### src/rtl/cpu_seq_ctl.sv
// Multi-cycle instruction sequencer: steps fetch/decode/exec/mem/wb and drives datapath strobes.
// Strobes are forced low while RSTN is asserted so nothing leaks out during reset.
module cpu_seq_ctl #(
    parameter bit RESET_PC_SRC = 1'b0
) (
    input  logic        CLK,
    input  logic        RSTN,
    input  logic [2:0]  OPCLASS,
    input  logic        BR_TAKEN,
    input  logic        MEM_READY,
    output logic [1:0]  OP1_CTL,
    output logic        IR_WE,
    output logic        PC_WE,
    output logic        PC_SRC,
    output logic        RF_WE,
    output logic        MEM_REQ,
    output logic        MEM_WE,
    output logic [2:0]  STATE,
    output logic        HALTED,
    output logic [31:0] INSTRET
);

    // Operand-1 select codes, matching the datapath mux encoding in defs.v.
    localparam logic [1:0] OP1_SRC_PC   = 2'd0;
    localparam logic [1:0] OP1_SRC_INST = 2'd1;
    localparam logic [1:0] OP1_SRC_RD   = 2'd2;

    localparam logic [2:0] ClsUpper  = 3'd2;
    localparam logic [2:0] ClsLoad   = 3'd3;
    localparam logic [2:0] ClsStore  = 3'd4;
    localparam logic [2:0] ClsBranch = 3'd5;
    localparam logic [2:0] ClsJump   = 3'd6;
    localparam logic [2:0] ClsHalt   = 3'd7;

    typedef enum logic [2:0] {
        StFetch  = 3'd0,
        StDecode = 3'd1,
        StExec   = 3'd2,
        StMem    = 3'd3,
        StWb     = 3'd4,
        StHalt   = 3'd5
    } state_e;

    state_e      state_q, state_d;
    logic [2:0]  class_q, class_d;
    logic [31:0] instret_q, instret_d;
    logic [1:0]  op1_exec, op1_ctl;
    logic        ir_we, pc_we, pc_src, rf_we, mem_req, mem_we, halted;

    always_comb begin
        unique case (class_q)
            ClsUpper:           op1_exec = OP1_SRC_INST;
            ClsBranch, ClsJump: op1_exec = OP1_SRC_PC;
            default:            op1_exec = OP1_SRC_RD;
        endcase
    end

    always_comb begin
        state_d = state_q;
        class_d = class_q;
        ir_we   = 1'b0;
        pc_we   = 1'b0;
        pc_src  = RESET_PC_SRC;
        rf_we   = 1'b0;
        mem_req = 1'b0;
        mem_we  = 1'b0;
        halted  = 1'b0;
        op1_ctl = OP1_SRC_PC;
        case (state_q)
            StFetch: begin
                mem_req = 1'b1;
                if (MEM_READY) begin
                    ir_we   = 1'b1;
                    state_d = StDecode;
                end
            end
            StDecode: begin
                class_d = OPCLASS;
                state_d = StExec;
            end
            StExec: begin
                op1_ctl = op1_exec;
                case (class_q)
                    ClsLoad, ClsStore: state_d = StMem;
                    ClsBranch: begin
                        pc_we   = 1'b1;
                        pc_src  = BR_TAKEN;
                        state_d = StFetch;
                    end
                    ClsHalt: state_d = StHalt;
                    default: state_d = StWb;
                endcase
            end
            StMem: begin
                mem_req = 1'b1;
                mem_we  = (class_q == ClsStore);
                op1_ctl = OP1_SRC_RD;
                if (MEM_READY) begin
                    if (class_q == ClsStore) begin
                        pc_we   = 1'b1;
                        pc_src  = 1'b0;
                        state_d = StFetch;
                    end else begin
                        state_d = StWb;
                    end
                end
            end
            StWb: begin
                rf_we   = 1'b1;
                pc_we   = 1'b1;
                pc_src  = (class_q == ClsJump);
                op1_ctl = op1_exec;
                state_d = StFetch;
            end
            StHalt: halted = 1'b1;
            default: state_d = StFetch;
        endcase
    end

    // Every PC update is exactly one retired instruction.
    assign instret_d = instret_q + {31'd0, pc_we};

    always_ff @(posedge CLK or negedge RSTN) begin
        if (!RSTN) begin
            state_q   <= StFetch;
            class_q   <= 3'd0;
            instret_q <= 32'd0;
        end else begin
            state_q   <= state_d;
            class_q   <= class_d;
            instret_q <= instret_d;
        end
    end

    assign OP1_CTL = op1_ctl;
    assign IR_WE   = ir_we & RSTN;
    assign PC_WE   = pc_we & RSTN;
    assign PC_SRC  = pc_src;
    assign RF_WE   = rf_we & RSTN;
    assign MEM_REQ = mem_req & RSTN;
    assign MEM_WE  = mem_we & RSTN;
    assign STATE   = state_q;
    assign HALTED  = halted;
    assign INSTRET = instret_q;

endmodule
### config.mk
export PLATFORM = sky130hd
export DESIGN_NAME = cpu_seq_ctl
export DESIGN_NICKNAME = d
export VERILOG_FILES = /design/src/rtl/cpu_seq_ctl.sv
export SDC_FILE = /design/constraint.sdc
export NUM_CORES = 1
export LEC_CHECK = 0
export BUFFER_PORTS_ARGS = -buffer_cell sky130_fd_sc_hd__buf_2
export CORE_ASPECT_RATIO = 1.2
export CORE_MARGIN = 1
export CORE_UTILIZATION = 54
export CTS_BUF_LIST = sky130_fd_sc_hd__clkbuf_8
export DETAILED_ROUTE_END_ITERATION = 6
export HOLD_SLACK_MARGIN = 0.08
export MAX_ROUTING_LAYER = met4
export PLACE_DENSITY_LB_ADDON = 0.12
export SYNTH_ARGS = -nofsm -noshare
export SYNTH_HDL_FRONTEND = slang
export SYNTH_SLANG_ARGS = --single-unit
### constraint.sdc
create_clock -name CLK -period 3 [get_ports CLK]
set_input_delay 0.45 -clock CLK [delete_from_list [all_inputs] [get_ports CLK]]
set_output_delay 0.45 -clock CLK [all_outputs]
set_load 0.02 [all_outputs]
# Yosys cells after proc, flatten, opt, wreduce, memory -nomap -nowiden

Cells that the tools add are included.

Flip-flop bits (word level): 38
Output and inout port bits: 44

$add $sub $neg: 1
Equal/unequal tests: 13
Mux-type cells: 19
Bitwise operators: 6
Reduce and logical (&&, ||, !) cells: 6

Operators with widths:

| cell                                                | count |
|---|---|
| adder 32 x 1 -> 32 bit                              | 1 |
| equality test 3 bit, second input constant          | 6 |
| one-hot mux 3 bit (5 select lines)                  | 1 |
| equality test 3 x 2 -> 1 bit, second input constant | 4 |
| two-way mux 1 bit                                   | 10 |
| two-way mux 3 bit                                   | 3 |
| one-hot mux 3 bit (3 select lines)                  | 1 |
| one-hot mux 2 bit (2 select lines)                  | 2 |
| OR reduction 2 bit                                  | 4 |
| AND 1 bit                                           | 5 |
| inequality test 2 bit, second input constant        | 2 |
| equality test 3 x 1 -> 1 bit, second input constant | 1 |
| logical NOT 3 bit                                   | 1 |
| one-hot mux 1 bit (3 select lines)                  | 1 |
| AND reduction 3 bit                                 | 1 |
| one-hot mux 1 bit (2 select lines)                  | 1 |
| NOT 1 bit                                           | 1 |

# Depth between registers and ports, before layout

Word-level depth: 5
Depth in mapped cells: 11
Gate-level depth less buffers: 10

# Least setup slack after synthesis

OpenSTA, ideal clock, no wires.

Path type: register -> output
Start: register state_q[1], in the netlist STATE[1]
End: output port OP1_CTL[0]
Arrival: 1.983 ns
Required time: 2.550 ns
Setup slack: 0.567 ns
Cell stages (with the launch flop): 4
Path buffers: 1
Cells stage by stage: dfrtp_1 > clkbuf_1 > nand2b_1 > a2111oi_0

Cells in the longest elaborated chain, start to end: 3
Elaborated cells between the ends (all ways): 5
Those cells by class: 3 x eq/ne; 1 x mux; 1 x reduce/logical

RTL lines:

| element                                                             | line | text |
|---|---|---|
| start, declared                                                     | 44   | `state_e state_q, state_d;` |
| start signal, assigned                                              | 125  | `state_q <= StFetch;` |
| start signal, assigned                                              | 129  | `state_q <= state_d;` |
| equality test 3 x 2 -> 1 bit or equality test 3 bit (tied branches) | 69   | `case (state_q)` |
| OR reduction 2 bit (no line)                                        | n/a  |  |
| one-hot mux 2 bit (2 select lines) *                                | 69   |  |
| end, declared                                                       | 11   | `output logic [1:0] OP1_CTL,` |

Mark *: on every way between the ends. The rest lies on a longest branch, timed or not.

# Worst setup path in the final report

Start: register state_q[1], in the netlist STATE[1]
End: register instret_q[18], in the netlist INSTRET[18]

Cells in the longest elaborated chain, start to end: 3
Elaborated cells between the ends (all ways): 5
Those cells by class: 1 x add/sub; 3 x eq/ne; 1 x mux

RTL lines:

| element                                                             | line | text |
|---|---|---|
| equality test 3 bit or equality test 3 x 2 -> 1 bit (tied branches) | 69   |  |
| one-hot mux 1 bit (3 select lines) *                                | 69   |  |
| adder 32 x 1 -> 32 bit *                                            | 121  | `assign instret_d = instret_q + {31'd0, pc_we};` |
| named net instret_d[18]                                             | 46   | `logic [31:0] instret_q, instret_d;` |
| end signal, assigned                                                | 131  | `instret_q <= instret_d;` |
| end, declared                                                       | 46   |  |

The timed path passes the listed nets; every way through them passes the cells marked *.
A chain may end at the register's enable or synchronous reset.

==> impl_metrics.py <==
metrics = {
    "run_status": {
        "outcome": "finished, final reports clean",
    },
    "place": {
        "dp_cells": 268,
        "place_congestion": 0.893,
        "place.port_buffers": 50,
        "place_hpwl_mm": 2.95,
    },
    "yosys": {
        "synth_top_area_share": 0.497,
        "synth.net_count": 195,
        "yosysUniqueCellTypes": 35,
        "synth_edf_count": 0,
        "yosys.cell_count.top_type": "dfrtp_1",
        "synthTopCellsByArea": "dfrtp_1, xnor2_1, nand4_1",
        "synth-seq-cells": 38,
        "synth_top_family_by_area": "simple AND/OR/NAND/NOR gates",
        "yosys-top-cells-count": "dfrtp_1, xnor2_1, nand2_1, nand4_1, nand3_1",
        "synth_compound_area_frac": 0.0529,
        "synth.area.mux_share": 0.0118,
        "synthSimpleGateAreaFrac": 0.264,
        "syn_area_um2": 1910,
        "synthFlopType": "dfrtp_1",
        "avgSynthCellArea_um2": 10.3,
        "synth_seq_area_share": 0.497,
        "yosys.area_share.adder": 0.0131,
        "synthCells": 186,
        "yosys.area.top_type": "dfrtp_1",
        "yosys.area_share.xor_xnor": 0.137,
        "ys_warn_count": 0,
        "synthArstFlopShare": 1.00,
    },
    "die": {
        "start_util": 0.569,
        "rows": 23,
        "die_h_um": 67.2,
        "ios": 51,
        "fp.coreArea_um2": 3370,
        "dieArea_um2": 3790,
        "fp.dieW_um": 56.4,
    },
    "critical_path": {
        "crit_type": "register to register",
        "start_kind": "register",
        "slowest_stage": "dfrtp_1",
        "cp-end-kind": "register",
        "cpPeakStageDelay_ps": 550,
        "crit_fanout": 13,
        "cp_cell_sequence": "nor2b_1, nand4_1, nand2_1, ha_1, ha_1, inv_1, nor2_1, nand4_1, xnor2_1",
        "required_ps": 3190,
        "arrival_ps": 2760,
    },
    "sta": {
        "whs_ps": 383,
        "period_needed_ps": 2570,
        "setup_violations": 0,
        "slew_viol_final": 0,
        "maxSlewHeadroom": 0.526,
        "setup_tns_ps": 0,
        "worst_slew_pin_slew_ps": 706,
        "fin_crit_sh": 0.857,
        "hold_viol": 0,
        "fmax_mhz": 389,
        "rsz0062_at_grt": "false",
        "skew_ps": 8.79,
    },
    "pwr": {
        "p_leak_uw": 0.00117,
        "power_density_nw_per_um2": 675,
        "worst_ir_drop_vdd_mv": 0.603,
    },
    "clock_network": {
        "path_clk_slew_ps": 80,
        "cts_tree": "done",
        "clkLatencyLatePin_ps": 300,
        "cts_resized": 0,
        "max-clock-path-buffers": 2,
        "htree_levels": 2,
        "postCtsSetupBuffers": 0,
        "cts_buffers": 5,
        "cts-root-buf": "clkbuf_8",
        "cts.sinks": 38,
    },
    "route": {
        "final_antenna_net_count": 0,
        "dr_total_vias": 1578,
        "routedWlPerCell_um": 14.5,
        "drc_errors": 0,
        "drtIter0Drc": 58,
        "routed_wl_mm": 4.01,
        "drt_pass1_iterations": 4,
        "via_per_inst": 5.70,
    },
    "global_routing": {
        "grt_pass1_vias": 1485,
        "grt_overflow": 0,
        "grt_usage": 0.245,
        "antenna_found_initial": 0,
        "grt_max_degree": 33,
        "grt_pass1_wl_mm": 6.83,
    },
    "flow_run": {
        "cap_violations": 0,
    },
    "finish": {
        "nFillCells": 267,
        "diodes": 0,
        "drive_gt1_frac": 0.271,
        "nNetsFinal": 248,
        "final_cells": 277,
        "syn_to_final_growth_pct": 19.7,
    },
    "hold_path": {
        "hp-class": "primary input to register",
    },
}
state kept, by name, summed over array words and instances, names as in the netlist:
name	flops
INSTRET	32
STATE	3
class_q	3
cell type report:
cell class,count,area [um2],share of cell area
Clock buffer,6,82.6,0.0360
Multi-Input combinational cell,138,917,0.400
Inverter,4,15.0,0.00655
Sequential cell,38,951,0.415
Timing Repair Buffer,52,268,0.117
Clock inverter,2,12.5,0.00546
Tap cell,37,46.3,0.0202
through the flow:
| step | worst slack [ps] | power [uW] | instance area [um2] | utilization |
|---|---|---|---|---|
| floorplan | 567 | 1030 | 1910 | - |
| global placement | 660 | 1160 | 2190 | 0.650 |
| detailed placement | 453 | 1180 | 2190 | 0.650 |
| CTS | 437 | 1560 | 2290 | 0.681 |
| global route | 168 | 1640 | 2290 | 0.681 |
| finish | 430 | 1550 | 2290 | 0.681 |
power breakdown:
part           total (uW)  internal (uW)  switching [uW]  leakage [uW]
sequential            708            581             127      0.000514
combinational         465            189             277      0.000612
clock                 374            185             189     0.0000472
logic make-up after synthesis:
family,Yosys count
muxes,2
DFF,38
buffers and inverters,10
and+or+nand+nor,89
AOI/OAI and AO/OA,15
adders and majority gates,2
xor gates and xnor gates,30
critical path, delay by kind of cell (launching register included):
family / cells / cell delay (ps)
and+or+nand+nor: 5 / 1250
xor gates and xnor gates: 1 / 170
adders and majority gates: 2 / 440
DFF: 1 / 550
buffers and inverters: 1 / 60
cells in the final DEF, fill, tap and decap left out, drive strengths merged, types with 8 or more instances in the layout:
master	n
buf	51
dfrtp	38
xnor2	24
nand4	17
nand2	16
nand3	14
nor2	12
nor3	8
final timing paths:
kind	slack, ps	to	cells past startpoint	startpoint
setup / recovery	430	INSTRET[18]	9	STATE[1]
hold / removal	380	class_q[0]	3	OPCLASS[0]
setup reg to reg	430	INSTRET[18]	9	STATE[1]
hold reg to reg	470	INSTRET[31]	1	INSTRET[31]
max in group asynchronous	1760	INSTRET[3]	3	RSTN
min in group asynchronous	590	STATE[1]	2	RSTN
timing repair:
item                                    in CTS  in global routing
endpoints found under the setup margin       0                  0
hold buffers                                 1                  0
endpoints found under the hold margin        6                  0
per-layer routing:
metal | vias to the layer above | GRT usage | share of wire
met4 | 0 | 0.119 | 0.021
li1 | 760 | - | -
met5 | - | - | 0
met2 | 63 | 0.403 | 0.50
met1 | 746 | 0.291 | 0.43
met3 | 9 | 0.0517 | 0.054
Note: power is estimated with default switching activity, not from simulation.
